`config.mk`:
```
export PLATFORM = sky130hd
export DESIGN_NAME = bcd_timer_updown
export DESIGN_NICKNAME = d
export VERILOG_FILES = /design/src/rtl/bcd_timer_updown.sv
export SDC_FILE = /design/constraint.sdc
export NUM_CORES = 1
export LEC_CHECK = 0
export BUFFER_PORTS_ARGS = -buffer_cell sky130_fd_sc_hd__buf_2
export CORE_ASPECT_RATIO = 0.5
export CORE_MARGIN = 4
export CORE_UTILIZATION = 40
export CTS_BUF_LIST = sky130_fd_sc_hd__clkbuf_8
export DETAILED_ROUTE_END_ITERATION = 16
export PLACE_DENSITY = 0.65
export SKIP_CTS_REPAIR_TIMING = 1
export SYNTH_ARGS = -nofsm -noshare
export SYNTH_HDL_FRONTEND = slang
export SYNTH_SLANG_ARGS = --single-unit
```
`constraint.sdc`:
```
create_clock -name clk -period 2 [get_ports clk]
set_input_delay 0.1 -clock clk [delete_from_list [all_inputs] [get_ports clk]]
set_output_delay 0.1 -clock clk [all_outputs]
set_load 0.005 [all_outputs]
```
`src/rtl/bcd_timer_updown.sv`:
```
// Multi-digit mixed-radix up/down timer with per-digit modulus, load clamp and done pulse.
// Define BCD_TIMER_AUTO_RELOAD_EN to make down-counting restart from the last loaded value.
module bcd_timer_digit #(
  parameter logic [3:0] MOD = 4'd10
) (
  input  logic       dir_i,
  input  logic       cin_i,
  input  logic [3:0] cur_i,
  input  logic [3:0] ld_i,
  output logic [3:0] nxt_o,
  output logic [3:0] clamp_o,
  output logic       term_o,
  output logic       nterm_o
);
  localparam logic [3:0] MAXV = MOD - 4'd1;

  logic at_max, at_zero;
  assign at_max  = (cur_i == MAXV);
  assign at_zero = (cur_i == 4'd0);

  always_comb begin
    nxt_o = cur_i;
    if (cin_i) begin
      if (dir_i) nxt_o = at_max  ? 4'd0 : cur_i + 4'd1;
      else       nxt_o = at_zero ? MAXV : cur_i - 4'd1;
    end
  end

  assign term_o  = dir_i ? at_max : at_zero;
  assign nterm_o = dir_i ? (nxt_o == MAXV) : (nxt_o == 4'd0);
  assign clamp_o = (ld_i > MAXV) ? MAXV : ld_i;
endmodule

module bcd_timer_updown #(
  parameter int                  DIGITS    = 4,
  parameter logic [4*DIGITS-1:0] DIGIT_MOD = 16'h6A6A
) (
  input  logic                clk,
  input  logic                rst,
  input  logic                load,
  input  logic [4*DIGITS-1:0] load_value,
  input  logic                enable_n,
  input  logic                dir,
  output logic [4*DIGITS-1:0] count,
  output logic                tc_n,
  output logic                done
);
  logic [DIGITS-1:0][3:0] count_q, count_d, nxt, clamp;
  logic [DIGITS-1:0]      term, nterm, cy;
  logic                   done_q, done_d;

  // A digit steps when every lower digit is at its wrap point (carry/borrow chain).
  for (genvar i = 0; i < DIGITS; i++) begin : g_dig
    if (i == 0) begin : g_c0
      assign cy[i] = 1'b1;
    end else begin : g_cn
      assign cy[i] = cy[i-1] & term[i-1];
    end
    bcd_timer_digit #(.MOD(DIGIT_MOD[4*i +: 4])) u_dig (
      .dir_i   (dir),
      .cin_i   (cy[i]),
      .cur_i   (count_q[i]),
      .ld_i    (load_value[4*i +: 4]),
      .nxt_o   (nxt[i]),
      .clamp_o (clamp[i]),
      .term_o  (term[i]),
      .nterm_o (nterm[i])
    );
  end

  assign tc_n  = ~&term;
  assign count = count_q;
  assign done  = done_q;

`ifdef BCD_TIMER_AUTO_RELOAD_EN
  logic [DIGITS-1:0][3:0] reload_q, reload_d;
`endif

  always_comb begin
    count_d = count_q;
    done_d  = 1'b0;
`ifdef BCD_TIMER_AUTO_RELOAD_EN
    reload_d = reload_q;
`endif
    if (load) begin
      count_d = clamp;
`ifdef BCD_TIMER_AUTO_RELOAD_EN
      reload_d = clamp;
`endif
    end else if (!enable_n) begin
      if (tc_n) begin
        count_d = nxt;
        done_d  = &nterm;
      end
`ifdef BCD_TIMER_AUTO_RELOAD_EN
      // Terminal in down mode restarts the period; reload of 0 just stays at 0.
      else if (!dir) begin
        count_d = reload_q;
      end
`endif
    end
  end

  always_ff @(posedge clk) begin
    if (!rst) begin
      count_q <= '0;
      done_q  <= 1'b0;
`ifdef BCD_TIMER_AUTO_RELOAD_EN
      reload_q <= '0;
`endif
    end else begin
      count_q <= count_d;
      done_q  <= done_d;
`ifdef BCD_TIMER_AUTO_RELOAD_EN
      reload_q <= reload_d;
`endif
    end
  end
endmodule

```
==> results_dict.tcl <==
set metrics [dict create \
    run_status "complete, no violations" \
    core-area_sq_um 4000 \
    grt_pass1_wl_mm 8.59 \
    worst_slew_pin_slew_ns 0.533 \
    worstPathArrival_ns 2.15 \
    synth_common_cells "o21ai_0, a21oi_1, nand2_1" \
    hold_ws_ns 0.0667 \
    stdcell_count 338 \
    vias 1988 \
    yosysSeqAreaShare 0.200 \
    fin_setup_tns_ns 0 \
    drc 0 \
    rows 16 \
    ys_seq_elements 17 \
    ys_async_sr_fraction 0 \
    relSlewSlack 0.644 \
    hold_viol_final 0 \
    wl_per_cell_um 15.9 \
    fillCellCount 388 \
    yosys.area_share.simple 0.282 \
    syn_to_final_growth_pct 26.4 \
    synthXorXnorAreaFrac 0.0463 \
    crit_fanout 9 \
    cts_tree "yes" \
    drive_above_1_share 0.342 \
    synth_fp_nets 253 \
    avgSynthCellArea_sq_um 7.34 \
    firstDrtPassIters 5 \
    synth.distinct_cells 65 \
    die_w_um 100 \
    slew_violations 0 \
    cts_num_sinks 17 \
    cp-start-kind "flop" \
    synth_most_common_cell "o21ai_0" \
    hold_class "in -> reg" \
    clock_skew_ns 0.00466 \
    period_needed_ns 1.94 \
    grt_max_degree 17 \
    clk_pin_slew_ns 0.07 \
    yosysWarnings 0 \
    irDropWorstVdd_mv 0.214 \
    root_buffer "clkbuf_8" \
    synth_top_family_by_area "compound AO/OA/AOI/OAI gates" \
    syn_area_sq_um 1700 \
    drt-initial-drc-count 149 \
    grt_setup_unrepaired "false" \
    cp.required_ns 2.20 \
    final_design_area_no_fill_sq_um 2150 \
    via_per_inst 5.88 \
    cts_buffers 3 \
    track_usage 0.200 \
    period_share 0.972 \
    synth-main-ff-cell "dfxtp_1" \
    worstSkewPairLatency_ns 0.26 \
    synth_compound_area_frac 0.364 \
    multiInputGateArea_sq_um 1250 \
    antenna_left 0 \
    placed_cell_area_sq_um 2010 \
    die-area_sq_um 5430 \
    crit_path_end_kind "flop" \
    grt_remaining_overflow 0 \
    critPathKind "reg -> reg" \
    synthMuxAreaShare 0.0184 \
    dp_cells 327 \
    die_h_um 54.1 \
    io_buffer_count 38 \
    start_util 0.425 \
    setup_violations 0 \
    power.total_uw 1080 \
    ys_top_cells_by_area "dfxtp_1, o21ai_0, a21oi_1" \
    gp_congestion 0.926 \
    synth_top_cell_area_share 0.200 \
    antenna_found_initial 0 \
    routed_wl_mm 5.37 \
    synth_edf_count 0 \
    fmax_ghz 0.514 \
    grt_pass1_vias 1749 \
    synth.largest_area_cell "dfxtp_1" \
    ios 39 \
    p_per_area_nw_per_um2 500 \
    cts_max_path_buffers 2 \
    fin_nets 306 \
    antenna_cells 0 \
    final-seq-area_sq_um 343 \
    dpl.hpwl_mm 4.02 \
    power.leakage_uw 0.000899 \
    maxCapViolCount 0 \
    htree_levels 1 \
    synthAdderAreaFrac 0 \
    synth_cells 232 \
]
worst max-delay path, cell delays in order (launching register included):
cell	delay (ns)
dfxtp_2	0.35
buf_4	0.18
and4_2	0.26
o21ai_2	0.22
mux2_4	0.33
nand3b_1	0.20
a211oi_2	0.18
o211a_1	0.17
registers in the layout, indices dropped and copies added, names as in the netlist:
register,flops
done,1
count,16
power breakdown:
| group | leakage, uW | internal, uW | switching [uW] | total (uW) |
|---|---|---|---|---|
| Clock | 0.0000269 | 137 | 129 | 266 |
| Combinational | 0.000731 | 186 | 245 | 430 |
| Sequential | 0.000141 | 360 | 19.9 | 380 |
layer usage:
metal  part of all wire  routed length, um  vias up  track usage
met1               0.46               2480      916        0.287
met2               0.43               2330       93        0.309
li1                   -                  -      971            -
met3              0.093                499        8       0.0466
met5                  0                  0        -            0
met4              0.012                 66        0       0.0336
per-stage QoR:
stage | setup WS, ns | utilization
finish | 0.0558 | 0.538
global route | 0.00178 | 0.538
CTS | 0.0122 | 0.513
detailed placement | 0.0232 | 0.502
global placement | 0.109 | 0.502
floorplan | 0.170 | -
path summary, 6_finish.rpt:
| kind | cells past startpoint | slack (ns) | endpoint | startpoint |
|---|---|---|---|---|
| worst max-delay path | 7 | 0.06 | done | count[4] |
| worst min-delay path | 3 | 0.07 | count[10] | load_value[10] |
| worst max register to register | 7 | 0.06 | done | count[4] |
| worst min register to register | 2 | 0.56 | count[15] | count[15] |
kinds of logic (layout without fill, tap and decap cells):
family          after synthesis  count (layout)
xor+xnor                      9               9
buf+inv                      29              80
mux                           3               3
flops                        17              17
simple gates                 86              86
compound gates               88              89
placed cells by master (no fill, tap or decap), drive strengths merged, types with 3 or more instances in the layout:
master / count
clkbuf: 3
xnor2: 5
a21oi: 19
o22ai: 3
dfxtp: 17
o211a: 3
nor4: 4
a211o: 3
nor2: 18
nor3: 16
and4: 3
o21ai: 28
inv: 11
a31oi: 5
and3: 4
xor2: 4
a211oi: 5
buf: 66
nand2: 18
nand3: 9
cell type report:
class / instances / share of cell area
multi-input cells: 187 / 0.581
well taps: 54 / 0.0314
inverters: 10 / 0.0174
flip-flops and latches: 17 / 0.159
clock buffers: 3 / 0.0192
repair buffers: 66 / 0.190
clock inverters: 1 / 0.00174
Power figures use the tool's default switching activity.
